## src/rtl/game_controller_if.sv

```systemverilog
// Signal bundle between the game controller and its surroundings:
// keyboard/video/physics events in, brick mask, lives, score and mode flags out.
interface game_controller_if;
    logic [7:0]  keycode;
    logic        frame_tick;
    logic        brick_hit;
    logic [4:0]  brick_idx;
    logic        ball_lost;

    logic [31:0] Block_Array;
    logic [1:0]  lives;
    logic [15:0] curr_score;
    logic        start_menu;
    logic        run;
    logic        ball_reset;
    logic        game_over;
    logic        game_won;

    modport master (
        output keycode, frame_tick, brick_hit, brick_idx, ball_lost,
        input  Block_Array, lives, curr_score, start_menu, run,
               ball_reset, game_over, game_won
    );

    modport slave (
        input  keycode, frame_tick, brick_hit, brick_idx, ball_lost,
        output Block_Array, lives, curr_score, start_menu, run,
               ball_reset, game_over, game_won
    );
endinterface

```

## src/rtl/game_controller.sv

```systemverilog
// Breakout-style game sequencer: menu, serve delay, play with brick scoring
// and lives, and game-over / win screens. All outputs are registered and
// reflect the state entered at the edge that consumed the causing input.
//
// state | meaning
// MENU  | title screen; waits for a key release (armed) then a start key
// SERVE | ball parked; counts SERVE_FRAMES frame ticks, then play
// PLAY  | ball and paddle move; bricks score, lost balls cost lives
// OVER  | no lives left; board held for display until Enter
// WIN   | all bricks cleared; board held for display until Enter
module game_controller #(
    parameter int POINTS_PER_BRICK = 10,
    parameter int SERVE_FRAMES     = 60,
    parameter int SCORE_MAX        = 9999
) (
    input logic               clk,
    input logic               Reset,
    game_controller_if.slave  gif
);

    typedef enum logic [2:0] {
        MENU  = 3'd0,
        SERVE = 3'd1,
        PLAY  = 3'd2,
        OVER  = 3'd3,
        WIN   = 3'd4
    } state_t;

    localparam int          CW         = $clog2(SERVE_FRAMES + 1);
    localparam logic [CW-1:0] SERVE_LAST = CW'(SERVE_FRAMES - 1);
    localparam logic [7:0]  KEY_ENTER  = 8'h28;

    state_t        state, state_nxt;
    logic          armed_q;
    logic [CW-1:0] serve_cnt;
    logic [31:0]   blocks_q;
    logic [1:0]    lives_q;
    logic [15:0]   score_q;

    logic          key_blocked;
    logic          hit_valid;
    logic [31:0]   blocks_after;
    logic          hit_last;
    logic [16:0]   score_sum;
    logic [15:0]   score_sat;
    logic          serve_entry;
    logic          restart;

    logic start_menu_d, run_d, ball_reset_d, game_over_d, game_won_d;
    logic start_menu_q, run_q, ball_reset_q, game_over_q, game_won_q;

    // Keys that never start a game (none, 'a', 'd', space), plus brick/score arithmetic.
    always_comb begin
        key_blocked  = (gif.keycode == 8'h00) || (gif.keycode == 8'h04) ||
                       (gif.keycode == 8'h07) || (gif.keycode == 8'h2C);
        hit_valid    = (state == PLAY) && gif.brick_hit && blocks_q[gif.brick_idx];
        blocks_after = hit_valid ? (blocks_q & ~(32'd1 << gif.brick_idx)) : blocks_q;
        hit_last     = hit_valid && (blocks_after == 32'd0);
        score_sum    = {1'b0, score_q} + 17'(POINTS_PER_BRICK);
        score_sat    = (score_sum > 17'(SCORE_MAX)) ? 16'(SCORE_MAX) : score_sum[15:0];
    end

    // State register.
    always_ff @(posedge clk or negedge Reset) begin
        if (!Reset) state <= MENU;
        else        state <= state_nxt;
    end

    // Next-state decode; a winning hit takes priority over a simultaneous ball loss.
    always_comb begin
        state_nxt = state;
        case (state)
            MENU:  if (armed_q && !key_blocked) state_nxt = SERVE;
            SERVE: if (gif.frame_tick && (serve_cnt == SERVE_LAST)) state_nxt = PLAY;
            PLAY: begin
                if (hit_last)           state_nxt = WIN;
                else if (gif.ball_lost) state_nxt = (lives_q <= 2'd1) ? OVER : SERVE;
            end
            OVER, WIN: if (gif.keycode == KEY_ENTER) state_nxt = MENU;
            default:   state_nxt = MENU;
        endcase
    end

    // Output decode from the state being entered, so flags line up with the new state.
    always_comb begin
        serve_entry  = (state_nxt == SERVE) && (state != SERVE);
        restart      = ((state == OVER) || (state == WIN)) && (state_nxt == MENU);
        start_menu_d = (state_nxt == MENU);
        run_d        = (state_nxt == PLAY);
        ball_reset_d = serve_entry;
        game_over_d  = (state_nxt == OVER);
        game_won_d   = (state_nxt == WIN);
    end

    // Registered mode flags.
    always_ff @(posedge clk or negedge Reset) begin
        if (!Reset) begin
            start_menu_q <= 1'b1;
            run_q        <= 1'b0;
            ball_reset_q <= 1'b0;
            game_over_q  <= 1'b0;
            game_won_q   <= 1'b0;
        end else begin
            start_menu_q <= start_menu_d;
            run_q        <= run_d;
            ball_reset_q <= ball_reset_d;
            game_over_q  <= game_over_d;
            game_won_q   <= game_won_d;
        end
    end

    // Game datapath: arm flag, serve counter, brick mask, lives and score.
    always_ff @(posedge clk or negedge Reset) begin
        if (!Reset) begin
            armed_q   <= 1'b0;
            serve_cnt <= '0;
            blocks_q  <= 32'hFFFF_FFFF;
            lives_q   <= 2'd3;
            score_q   <= 16'd0;
        end else begin
            armed_q <= ((state == MENU) && (state_nxt == MENU)) ?
                       (armed_q | (gif.keycode == 8'h00)) : 1'b0;

            if (serve_entry)
                serve_cnt <= '0;
            else if ((state == SERVE) && gif.frame_tick)
                serve_cnt <= serve_cnt + 1'b1;

            if (restart) begin
                blocks_q <= 32'hFFFF_FFFF;
                lives_q  <= 2'd3;
                score_q  <= 16'd0;
            end else if (state == PLAY) begin
                blocks_q <= blocks_after;
                if (hit_valid)
                    score_q <= score_sat;
                if (gif.ball_lost && !hit_last && (lives_q != 2'd0))
                    lives_q <= lives_q - 2'd1;
            end
        end
    end

    assign gif.Block_Array = blocks_q;
    assign gif.lives       = lives_q;
    assign gif.curr_score  = score_q;
    assign gif.start_menu  = start_menu_q;
    assign gif.run         = run_q;
    assign gif.ball_reset  = ball_reset_q;
    assign gif.game_over   = game_over_q;
    assign gif.game_won    = game_won_q;

endmodule
```

## src/flat_wrapper.sv

```systemverilog
// flat-port wrapper written by rule: the top's interface ports become plain ports
module game_controller_flat 
#(
    parameter int POINTS_PER_BRICK = 10,
    parameter int SERVE_FRAMES     = 60,
    parameter int SCORE_MAX        = 9999
)
  (clk, Reset, gif_keycode, gif_frame_tick, gif_brick_hit, gif_brick_idx, gif_ball_lost, gif_Block_Array, gif_lives, gif_curr_score, gif_start_menu, gif_run, gif_ball_reset, gif_game_over, gif_game_won);
  game_controller_if gif_i ();
  input logic clk;
  input logic Reset;
  input wire logic [$bits(gif_i.keycode)-1:0] gif_keycode;
  input wire logic [$bits(gif_i.frame_tick)-1:0] gif_frame_tick;
  input wire logic [$bits(gif_i.brick_hit)-1:0] gif_brick_hit;
  input wire logic [$bits(gif_i.brick_idx)-1:0] gif_brick_idx;
  input wire logic [$bits(gif_i.ball_lost)-1:0] gif_ball_lost;
  output wire logic [$bits(gif_i.Block_Array)-1:0] gif_Block_Array;
  output wire logic [$bits(gif_i.lives)-1:0] gif_lives;
  output wire logic [$bits(gif_i.curr_score)-1:0] gif_curr_score;
  output wire logic [$bits(gif_i.start_menu)-1:0] gif_start_menu;
  output wire logic [$bits(gif_i.run)-1:0] gif_run;
  output wire logic [$bits(gif_i.ball_reset)-1:0] gif_ball_reset;
  output wire logic [$bits(gif_i.game_over)-1:0] gif_game_over;
  output wire logic [$bits(gif_i.game_won)-1:0] gif_game_won;
  assign gif_i.keycode = gif_keycode;
  assign gif_i.frame_tick = gif_frame_tick;
  assign gif_i.brick_hit = gif_brick_hit;
  assign gif_i.brick_idx = gif_brick_idx;
  assign gif_i.ball_lost = gif_ball_lost;
  assign gif_Block_Array = gif_i.Block_Array;
  assign gif_lives = gif_i.lives;
  assign gif_curr_score = gif_i.curr_score;
  assign gif_start_menu = gif_i.start_menu;
  assign gif_run = gif_i.run;
  assign gif_ball_reset = gif_i.ball_reset;
  assign gif_game_over = gif_i.game_over;
  assign gif_game_won = gif_i.game_won;
  game_controller #(.POINTS_PER_BRICK(POINTS_PER_BRICK), .SERVE_FRAMES(SERVE_FRAMES), .SCORE_MAX(SCORE_MAX)) u_core (.clk(clk), .Reset(Reset), .gif(gif_i));
endmodule
```

## config.mk

```make
export PLATFORM = sky130hd
export DESIGN_NAME = game_controller_flat
export DESIGN_NICKNAME = d
export VERILOG_FILES = /design/src/rtl/game_controller_if.sv /design/src/rtl/game_controller.sv /design/src/flat_wrapper.sv
export SDC_FILE = /design/constraint.sdc
export NUM_CORES = 1
export LEC_CHECK = 0
export ABC_AREA = 1
export BUFFER_PORTS_ARGS = -buffer_cell sky130_fd_sc_hd__buf_2
export CAP_MARGIN = 25
export CORE_MARGIN = 4
export CORE_UTILIZATION = 51
export CTS_CLUSTER_DIAMETER = 80
export DETAILED_ROUTE_END_ITERATION = 10
export PLACE_DENSITY_LB_ADDON = 0.05
export SYNTH_ARGS = -nofsm -noshare
export SYNTH_HDL_FRONTEND = slang
export SYNTH_SLANG_ARGS = --single-unit
```

## constraint.sdc

```tcl
create_clock -name clk -period 2.54 [get_ports clk]
set_clock_uncertainty 0.15 [all_clocks]
set_input_delay 0.254 -clock clk [delete_from_list [all_inputs] [get_ports clk]]
set_output_delay 0.254 -clock clk [all_outputs]
set_load 0.005 [all_outputs]
```

Word level (Yosys, flattened, before mapping) --
Index checks and enable logic that the tools add are counted.
Storage, ports and cells: flip-flop bits (word level) 65, output and inout port bits 55, logic and storage cells 86
Cells by class: $add $sub $neg 3, magnitude comparators 3, eq/ne operators 14, shift-type cells 1, muxes and demuxes 22, bitwise operators 3, reductions and logical operators 29
Operators with widths (count):
- $mux 32 | 3
- $mux 16 | 4
- $and 32x32->32 | 1
- $logic_not 32->1 | 1
- $not 32->32 | 1
- $shl 1x5->32 const A | 1
- $add 16x4->17 const B | 1
- $gt 17x14->1 const B | 1
- $eq 8x3->1 const B | 2
- $eq 8x6->1 const B | 2
- $mux 3 | 5
- $eq 3x2->1 const B | 4
- $mux 6 | 2
- $pmux 3 s4 | 1
- $logic_and 1x1->1 | 11
- $reduce_bool 2->1 | 5
- $logic_not 8->1 | 1
- $mux 2 | 4
- $add 6x1->6 const B | 1
- $eq 3x1->1 const B | 2
- $eq 3x3->1 const B | 2
- $eq 6x6->1 const B | 1
- $logic_not 3->1 | 2
- $lt 5x6->1 const B | 1
- 10 further kinds | 16

Depth between registers and ports, before layout --
depth after elaboration 12, depth in mapped cells 23

Least setup slack after synthesis --
OpenSTA, ideal clock, no wires.
path kind reg2reg, start point reg u_core.score_q[2] (netlist: u_core.gif.curr_score[2]), end point reg u_core.score_q[13] (netlist: u_core.gif.curr_score[13]), arrival time 2.412 ns, data required time 2.278 ns, slack -0.134 ns, stages on the path, launching flop included 16, path buffers 0, clock period less this slack 2.674 ns, cell sequence dfrtp_1 ha_1 nor2_1 nor2_1 nand3_1 nor4_1 nand2_1 xor2_1 nor3_1 nand2_1 nor2_1 inv_1 nor2_1 a21oi_1 nand2_1 inv_2
On the way: longest elaborated chain between the ends 6
Ends and longest elaborated chain:
- from (decl) | line game_controller.sv:38 | logic [15:0] score_q;
- from (signal assigned) | line game_controller.sv:136 | score_q <= score_sat;
- $add 16x4->17 (*) | line game_controller.sv:59 | score_sum = {1'b0, score_q} + 17'(POINTS_PER_BRICK);
- $gt 17x14->1 | line game_controller.sv:60 | score_sat = (score_sum > 17'(SCORE_MAX)) ? 16'(SCORE_MAX) : score_sum[15:0];
- $mux 16 (*) | line game_controller.sv:60
- $mux 16 (*) | line game_controller.sv:135 | if (hit_valid)
- $mux 16 (*) | line game_controller.sv:133 | end else if (state == PLAY) begin
- $mux 16 (*) | line game_controller.sv:129 | if (restart) begin
Mark *: on every way between the ends. The rest lies on a longest branch, timed or not. The select of a mux whose other input is x is not followed. A chain may end at the register's enable or synchronous reset.

Worst setup path in the final report --
start point reg u_core.blocks_q[3] (netlist: u_core.gif.Block_Array[3]), end point reg u_core.serve_cnt[5]
On the way: longest elaborated chain between the ends 11
Ends and longest elaborated chain:
- from (decl) | line game_controller.sv:36 | logic [31:0] blocks_q;
- from (signal assigned) | line game_controller.sv:134 | blocks_q <= blocks_after;
- $bmux 1 s5 | line game_controller.sv:56 | hit_valid = (state == PLAY) && gif.brick_hit && blocks_q[gif.brick_idx];
- $mux 1 (not written as such) | line game_controller.sv:56
- $logic_and 1x1->1 | line game_controller.sv:56
- $mux 32 | line game_controller.sv:57 | blocks_after = hit_valid ? (blocks_q & ~(32'd1 << gif.brick_idx)) : blocks_q;
- $logic_not 32->1 | line game_controller.sv:58 | hit_last = hit_valid && (blocks_after == 32'd0);
- $logic_and 1x1->1 (*) | line game_controller.sv:58
- $mux 3 (*) | line game_controller.sv:76 | if (hit_last) state_nxt = WIN;
- $pmux 3 s4 (*) | line game_controller.sv:72 | case (state)
- net u_core.state_nxt[1] | line game_controller.sv:33 | state_t state, state_nxt;
- $eq 3x1->1 (*) | line game_controller.sv:86 | serve_entry = (state_nxt == SERVE) && (state != SERVE);
- $logic_and 1x1->1 (*) | line game_controller.sv:86
- net u_core.ball_reset_d | line game_controller.sv:49 | logic start_menu_d, run_d, ball_reset_d, game_over_d, game_won_d;
- $mux 6 or $reduce_bool 2->1 (tied branches)
- to (signal assigned) | line game_controller.sv:127 | serve_cnt <= serve_cnt + 1'b1;
- to (decl) | line game_controller.sv:35 | logic [CW-1:0] serve_cnt;
Mark *: on every way through the listed nets, which the timed path passes. The rest lies on a longest branch. The select of a mux whose other input is x is not followed.

==> impl_metrics.csv <==
group,metric,value,unit
run_status,status,"finished, violations left",
run_status,violations,"setup timing",
clock_network,clockBufferDepth,2,
route,drc,0,
sta,slew_headroom,70.19,%
setup_path,crit_slowest_cell,"dfstp_2",
clock_network,clock_latency,0.35,ns
sta,period_share,116.8,%
place,dp_hpwl,8295,µm
floorplanning,coreArea,7331,µm²
final_layout,fin_util,75.83,%
floorplanning,dieWidth,95.27,µm
setup_path,path_buf_inv,4,
clock_network,path_clk_slew,0.08,ns
setup_path,worstSetupPathType,"reg -> reg",
place,gp_congestion,0.9162,
sta,finalWorstSetupSlack,-0.4264,ns
setup_path,crit_path_end_kind,"flip-flop",
synth,muxShareOfSynthArea,0.2577,%
final_layout,fin_cells,803,
sta,worst_pin_slew,0.4471,ns
synth,syn_area_per_cell,7.342,µm²
route,ant_nets,0,
synth,post_synth_num_cell_types,40,
synth,synth_compound_area_share,7.442,%
place,port_buffers,72,
floorplanning,rows,31,
global_routing,grt_usage,25.62,%
clock_network,numCtsBuffers,9,
setup_path,required,2.63,ns
synth,synth_top_family_by_area,"simple AND/OR/NAND/NOR gates",
clock_network,cts_max_level,3,
setup_path,worst_setup_path_start_kind,"flip-flop",
global_routing,grt_max_degree,37,
power_and_ir_drop,p_leak,2.900,nW
clock_network,cts_tree,"yes",
floorplanning,die-area,9075,µm²
setup_path,cp_max_fo,8,
synth,synth_xor_area_share,4.059,%
floorplanning,io_pins,73,
setup_path,worstPathArrival,3.06,ns
route,drtIter0Drc,168,
synth,synth_seq_cells,65,
sta,rsz0062_at_grt,"true",
floorplanning,start_util,52.98,%
global_routing,grt_pass1_vias,3993,
sta,finalSetupTns,-21.64,ns
synth,synth_edf_count,0,
synth,synthArstFlopShare,100.0,%
place,place_ws,-0.5122,ns
route,first_pass_iters,4,
place,dp_cells,782,
sta,setup_violations,63,
setup_path,cp_top_family,"simple AND/OR/NAND/NOR gates",
power_and_ir_drop,ir_drop,0.0006439,V
sta,finalHoldViolCount,0,
route,wl_per_cell,14.52,µm
floorplanning,die_y,95.27,µm
sta,clock.fmax,0.3371,GHz
route,vias,4124,
sta,period_needed,2.966,ns
final_layout,fillCellCount,565,
synth,yosysSeqAreaShare,43.01,%
setup_path,critical-path-max-stage-delay,0.57,ns
power_and_ir_drop,p_per_area,1046,nW/µm²
synth,netlist_area,3884,µm²
synth,netlist_instances,529,
synth,yosysWarningCount,0,
route,avgViaCountPerCell,5.136,
sta,drv_slew,0,
synth,synthAdderAreaFrac,1.611,%
global_routing,antenna_found_initial,0,
setup_path,crit_chain,"nand3_2 > nand2_1 > inv_1 > nand3_2 > nand3_2 > nand2_2 > nand3_4 > clkbuf_16 > o21ai_4 > nand2_1 > nor2_1 > nand2_1 > nor2_2 > nand2_2 > nand2_2 > nand2_4 > buf_6 > nor3b_4 > buf_12 > nor2_1",
clock_network,clock-root-buffer,"clkbuf_8",
synth,synthFlopType,"dfstp_2",
route,wl,11660,µm
final_layout,syn_to_final_growth,43.14,%
final_layout,final_nets,723,
clock_network,cts_sinks,65,
final_layout,n_antenna_cell,0,
min_path,hold_path_class,"in -> reg",
synth,syn_nets,552,
global_routing,gr-total-overflow,0,
final_layout,drive_above_1_share,43.89,%
power_and_ir_drop,power.total,0.005813,W
run,max-cap-violations,0,
synth,synth-simple-area-share,33.18,%
global_routing,grt_first_pass_wirelength,18230,µm
worst register-to-register path: stages (launching register included):
cell,delay [ns]
dfstp_2,0.57
nand3_2,0.08
nand2_1,0.08
inv_1,0.05
nand3_2,0.07
nand3_2,0.09
nand2_2,0.10
nand3_4,0.10
clkbuf_16,0.20
o21ai_4,0.14
nand2_1,0.08
nor2_1,0.13
nand2_1,0.08
nor2_2,0.11
nand2_2,0.11
nand2_2,0.11
nand2_4,0.07
buf_6,0.13
nor3b_4,0.24
buf_12,0.16
nor2_1,0.04
through the flow:
stage                     hold WS [ns]  cell area [µm²]
after CTS                       0.1614             5278
after global routing            0.2301             5559
after global placement          0.1528             5039
after floorplan                -0.1916             3890
final                           0.1710             5559
after detailed placement        0.1582             5039
state kept, by name, summed over array words and instances (netlist names):
name	cells
u_core.armed_q	1
u_core.gif.curr_score	16
u_core.gif.lives	2
u_core.gif.Block_Array	32
u_core.gif.run	1
u_core.serve_cnt	6
u_core.gif.game_won	1
u_core.gif.game_over	1
u_core.state	3
u_core.gif.ball_reset	1
u_core.gif.start_menu	1
Yosys cell counts (all sizes together) (5+ instances only):
cell	n	area (µm²)
nand2	183	711.9
inv	74	277.8
nor2	42	175.2
dfstp	35	919.6
dfrtp	30	750.7
nand3	29	155.2
o21ai	29	145.1
nor3	25	125.1
buf	17	120.1
xor2	16	140.1
nand4	11	68.82
a21oi	6	33.78
ha	5	62.56
cells in the final DEF, fill, tap and decap left out, drive strengths merged:
cell type      n
ha             5
a21o           1
dfstp         35
xnor2          2
dfrtp         30
nor3b          2
a2bb2oi        1
a21oi          6
nand4         11
o31ai          1
nor3          25
mux2i          1
o21ai         29
nand2        183
and3           1
o22ai          4
xor2          16
clkinv         4
o21bai         1
buf          175
clkbuf        14
nor4           3
a31oi          2
a22oi          4
nand3         29
nor2          42
inv           74
dlygate4sd3    1
nand3b         1
a211oi         1
repair_timing:
| action | 4_1_cts | 5_1_grt |
|---|---|---|
| pin swaps | 0 | 2 |
| hold endpoints to repair | 30 | 0 |
| gates cloned | 0 | 2 |
| resized for setup | 19 | 46 |
| setup endpoints to repair | 63 | 63 |
| hold buffers | 1 | 0 |
| buffers inserted | 0 | 4 |
final timing paths:
path | startpoint | endpoint | slack (ns) | depth (start not counted)
worst min-delay path | gif_keycode[2] | u_core.armed_q | 0.17 | 4
worst min register to register | u_core.serve_cnt[4] | u_core.serve_cnt[4] | 0.42 | 2
worst max register to register | u_core.gif.Block_Array[3] | u_core.serve_cnt[5] | -0.43 | 20
worst max-delay path | u_core.gif.Block_Array[3] | u_core.serve_cnt[5] | -0.43 | 20
min in group asynchronous | Reset | u_core.gif.game_won | 0.33 | 3
max in group asynchronous | Reset | u_core.gif.lives[1] | 1.54 | 3
cell families after synthesis:
family,count (synthesis)
multiplexers,1
flip-flops,65
AND/OR/NAND/NOR,297
AO/OA/AOI/OAI,50
adder cells (fa/ha/maj),5
XOR/XNOR,18
buffers and inverters,93
power breakdown:
group / switching [W] / internal (W) / total [W] / leakage [nW]
logic: 0.00147 / 0.00155 / 0.00302 / 2.05
registers: 0.000314 / 0.00165 / 0.00196 / 0.753
clock network: 0.000399 / 0.000430 / 0.000830 / 0.0971
cell type report:
| cell class | instances | area (µm²) | share of cell area [%] |
|---|---|---|---|
| sequential | 65 | 1670 | 30.05 |
| inverter | 75 | 281.5 | 5.064 |
| clock inverter | 3 | 15.01 | 0.2701 |
| multi-input combinational | 371 | 2051 | 36.89 |
| clock buffer | 12 | 166.4 | 2.993 |
| timing repair buffer | 178 | 1251 | 22.51 |
| tap | 99 | 123.9 | 2.228 |
per-layer routing:
metal	up-vias	GRT usage, %	part of all wire [%]
met5	-	0	0
met4	0	10.22	2.8
met3	29	4.736	7.5
met2	163	42.62	50
met1	1919	32.90	39
li1	2013	-	-
No activity file was read; power rests on OpenSTA's default activity.
